==> config.mk <==
export PLATFORM = sky130hd
export DESIGN_NAME = phase_accumulator_sweep
export DESIGN_NICKNAME = d
export VERILOG_FILES = /design/src/rtl/phase_accumulator_sweep.sv
export SDC_FILE = /design/constraint.sdc
export NUM_CORES = 1
export LEC_CHECK = 0
export CORE_UTILIZATION = 54
export CTS_CLUSTER_SIZE = 8
export DETAILED_ROUTE_END_ITERATION = 8
export GPL_TIMING_DRIVEN = 1
export PLACE_DENSITY = 0.92
export SYNTH_ARGS = -nofsm -noshare
export SYNTH_HDL_FRONTEND = slang
export SYNTH_SLANG_ARGS = --single-unit
==> constraint.sdc <==
create_clock -name clk_100kHz -period 5.48 [get_ports clk_100kHz]
set_input_delay 1.096 -clock clk_100kHz [delete_from_list [all_inputs] [get_ports clk_100kHz]]
set_output_delay 1.096 -clock clk_100kHz [all_outputs]
set_load 0.01 [all_outputs]
==> src/rtl/phase_accumulator_sweep.sv <==
// DDS phase accumulator with a handshaked frequency load (immediate or at the next wrap),
// a linear frequency sweep, an output phase offset, a synchronous clear and a wrap pulse.
module phase_accumulator_sweep #(
   parameter int ACC_W  = 16,
   parameter int FREQ_W = 16,
   parameter int OUT_W  = 8
) (
   input  logic              clk_100kHz,
   input  logic              rst,
   input  logic              en,
   input  logic              phase_clr,
   input  logic              cfg_valid,
   output logic              cfg_ready,
   input  logic [FREQ_W-1:0] cfg_freq,
   input  logic              cfg_mode,
   input  logic              sweep_en,
   input  logic [FREQ_W-1:0] sweep_step,
   input  logic [FREQ_W-1:0] sweep_stop,
   input  logic [OUT_W-1:0]  phase_off,
   output logic [OUT_W-1:0]  acc_sum,
   output logic              wrap,
   output logic [FREQ_W-1:0] freq_cur,
   output logic              sweep_done
);

   typedef enum logic [1:0] {RUN, PEND, SWEEP, DONE} state_t;

   state_t              state_q;
   logic [ACC_W-1:0]    acc_q;
   logic [OUT_W-1:0]    acc_sum_q;
   logic                wrap_q;
   logic [FREQ_W-1:0]   freq_cur_q;
   logic [FREQ_W-1:0]   shadow_q;

   logic [ACC_W:0]      sum_d;
   logic                carry_d;
   logic [FREQ_W:0]     sweep_nxt_d;
   logic                accept_d;
   logic                wrap_evt_d;

   assign cfg_ready  = (state_q == RUN) & ~sweep_en;
   assign acc_sum    = acc_sum_q;
   assign wrap       = wrap_q;
   assign freq_cur   = freq_cur_q;
   assign sweep_done = (state_q == DONE);

   always_comb begin
      sum_d       = {1'b0, acc_q} + (ACC_W+1)'(freq_cur_q);
      carry_d     = sum_d[ACC_W];
      // One extra bit so a step past the top of the range still compares as >= stop.
      sweep_nxt_d = {1'b0, freq_cur_q} + {1'b0, sweep_step};
      accept_d    = cfg_valid & cfg_ready;
      // A clear suppresses the carry, so it never counts as the wrap a pending load waits for.
      wrap_evt_d  = en & carry_d & ~phase_clr;
   end

   always_ff @(posedge clk_100kHz) begin
      if (rst) begin
         state_q    <= RUN;
         freq_cur_q <= '0;
         shadow_q   <= '0;
      end else begin
         case (state_q)
            RUN: begin
               if (accept_d) begin
                  if (cfg_mode) begin
                     shadow_q <= cfg_freq;
                     state_q  <= PEND;
                  end else begin
                     freq_cur_q <= cfg_freq;
                  end
               end else if (sweep_en) begin
                  state_q <= SWEEP;
               end
            end
            PEND: begin
               if (wrap_evt_d) begin
                  freq_cur_q <= shadow_q;
                  state_q    <= RUN;
               end
            end
            SWEEP: begin
               if (!sweep_en) begin
                  state_q <= RUN;
               end else if (en) begin
                  if (sweep_nxt_d >= {1'b0, sweep_stop}) begin
                     freq_cur_q <= sweep_stop;
                     state_q    <= DONE;
                  end else begin
                     freq_cur_q <= sweep_nxt_d[FREQ_W-1:0];
                  end
               end
            end
            DONE: begin
               if (!sweep_en) state_q <= RUN;
            end
            default: state_q <= RUN;
         endcase
      end
   end

   // Accumulator path reads the pre-update freq_cur_q, so a new word takes effect one add later.
   always_ff @(posedge clk_100kHz) begin
      if (rst) begin
         acc_q     <= '0;
         acc_sum_q <= '0;
         wrap_q    <= 1'b0;
      end else if (phase_clr) begin
         acc_q     <= '0;
         acc_sum_q <= phase_off;
         wrap_q    <= 1'b0;
      end else if (en) begin
         acc_q     <= sum_d[ACC_W-1:0];
         acc_sum_q <= sum_d[ACC_W-1 -: OUT_W] + phase_off;
         wrap_q    <= carry_d;
      end else begin
         acc_sum_q <= acc_q[ACC_W-1 -: OUT_W] + phase_off;
         wrap_q    <= 1'b0;
      end
   end

endmodule

==> results.ini <==
[synth]
yosys.cell_types.count=62
syn-cell-area_um2=4860
synth_warnings=0
synthArstFlopShare=0
synth_nets=739
synthTopCellsByArea=dfxtp_1 24%, ha_1 15%, a21oi_1 6.3%, nand2_1 6.1%, nor2_1 4.3%
yosysTopAreaCellShare=0.243
yosys.area.top_type=dfxtp_1
synth_seq_cells=59
synth_area_per_cell_um2=7.92
yosysSeqAreaShare=0.243
synth_cells=613
synth-main-ff-cell=dfxtp_1
synth_edf_count=0

[critical_path]
end_kind=register
reg2reg_from=freq_cur[1]
worstPathArrival_ns=5.45
worst-setup-path-type=in2reg
cp-start-kind=input pin
reg2reg_to=acc_sum[7]
crit_required_ns=5.64
critPathMaxFanout=15
r2r_slack_ns=0.58
rr_worst_depth=17

[global_route]
grt_overflow_total=0
grt_pass1_vias=5074
grt_max_degree=46
grt_usage=0.295
grt_first_pass_wirelength_um=22900
antenna_found_initial=0

[die]
die-height_um=96.8
io_pins=90
die_w_um=96.8
initial_core_util=0.557
dieArea_um2=9380
fp-row-count=34
core-area_um2=8720

[timing]
hold_viol=0
fmax_mhz=189
drv_slew=0
maxSlewHeadroom=0.359
timing.final.crit_share=0.964
worstMarginPinSlew_ns=0.961
final.min_clock_period_ns=5.28
setup_slack_ns=0.199
fin_skew_ns=0.00728
setup_viol=0

[cells_and_area]
num_antenna_cells=0
syn_to_final_growth_pct=24.7
nNetsFinal=822
utilization=0.695
final_area_um2=6060
drive_gt1_frac=0.0756
fin_cells=809
final_cell_mix=89 x clkdlybuf4s50_1, 79 x nand2_1, 61 x a21oi_1
layout_commonest_cell=clkdlybuf4s50_1

[place]
portBuffers=89
place_area_um2=5860
place_ws_ns=-0.307
place.gp.congestion=0.983
hpwlAfterDp_um=10500
dp_cells=793

[power]
finalPower_uw=2990
powerDensity_nw_per_um2=493
p_leak_uw=0.00258
ir_worst_vdd_mv=0.382

[drt]
dr.pass1.iters=5
wl_per_cell_um=17.4
drtIter0Drc=319
drc=0
routed_wl_um=14000
num_vias=5087
viasPerCell=6.29
ant_nets=0

[min_path]
min_from=shadow_q[11]
min_delay_path_depth=2
hold_path_end=shadow_q[11]
hp-class=reg2reg

[clock_tree]
clock_path_buffers=2
cts_htree_levels=3
path_clk_slew_ns=0.07
cts_buffers=9
clockRootBuffer=clkbuf_8
cts_setup_buffers=0
cts_num_sinks=59
cts_tree=done
clock_latency_ns=0.34
cts_hold_buffers=0

[flow_run]
max-cap-violations=0

[run_status]
status=completed

[cell usage after synthesis (16+ instances only)]
cell type,instances
nor2_1,55
o21ai_0,17
inv_1,29
nand3_1,16
clkbuf_1,21
dfxtp_1,59
a21o_1,18
ha_1,60
xnor2_1,16
a21oi_1,61
nand2_1,79
nor3_1,20
[sequential cells by signal (all words and copies together), names as in the netlist]
signal,count
acc_q,16
acc_sum,8
freq_cur,16
shadow_q,16
state_q,2
wrap,1
[worst max-delay path: stages]
cell	delay, ns
clkdlybuf4s50_1	0.43
ha_1	0.32
a211oi_1	0.23
o21bai_1	0.19
a2111oi_2	0.38
buf_4	0.18
o31ai_1	0.11
a221oi_2	0.27
xnor2_1	0.18
ha_1	0.30
nand3_1	0.10
o211ai_1	0.10
a311oi_1	0.34
a21oi_1	0.16
a211oi_4	0.24
buf_12	0.19
mux2_2	0.33
a22oi_1	0.17
a311oi_1	0.12
[worst max-delay path by stage]
stage	end	startpoint	cells after the start
after CTS	freq_cur[7]	sweep_step[1]	19
after global placement	freq_cur[7]	sweep_step[1]	19
final	freq_cur[7]	sweep_step[1]	19
after global routing	freq_cur[7]	sweep_step[1]	19
after detailed placement	freq_cur[7]	sweep_step[1]	19
after floorplan	freq_cur[7]	sweep_step[0]	17
[repair_timing]
| item | CTS | global route |
|---|---|---|
| endpoints found under the setup margin | 0 | 18 |
| hold endpoints to repair | 0 | 0 |
| resized for setup | 0 | 6 |
[area by class of cell]
class | count | area [um^2]
tap | 108 | 135
timing repair buffer | 100 | 986
clock buffer | 14 | 163
clock inverter | 2 | 10.0
multi-input combinational | 496 | 3470
inverter | 30 | 113
sequential | 59 | 1180
fill | 658 | 2660
[layer usage]
layer | GRT usage | up-vias | part of all wire
li1 | - | 2384 | -
met1 | 0.326 | 2408 | 0.39
met2 | 0.533 | 226 | 0.50
met3 | 0.0434 | 69 | 0.058
met4 | 0.175 | 0 | 0.052
met5 | 0 | - | 0
[through the flow]
step,hold WS (ns),TNS (ns)
floorplan,0.437,0
global placement,0.443,-0.350
detailed placement,0.448,-3.59
CTS,0.459,0
global route,0.474,-0.0362
finish,0.457,0
[kinds of logic after synthesis]
logic type      after synthesis  synth area share
flops                        59             0.243
compound gates              172             0.247
simple gates                213             0.200
fa+ha+maj                    63             0.167
xor+xnor                     27            0.0487
mux                          21            0.0464
buf+inv                      58            0.0474
[where the power goes]
group | switching (uW) | internal [uW]
registers | 99.8 | 512
logic | 1100 | 919
clock network | 173 | 188
total | 1370 | 1620
(Power assumes the default switching activity.)
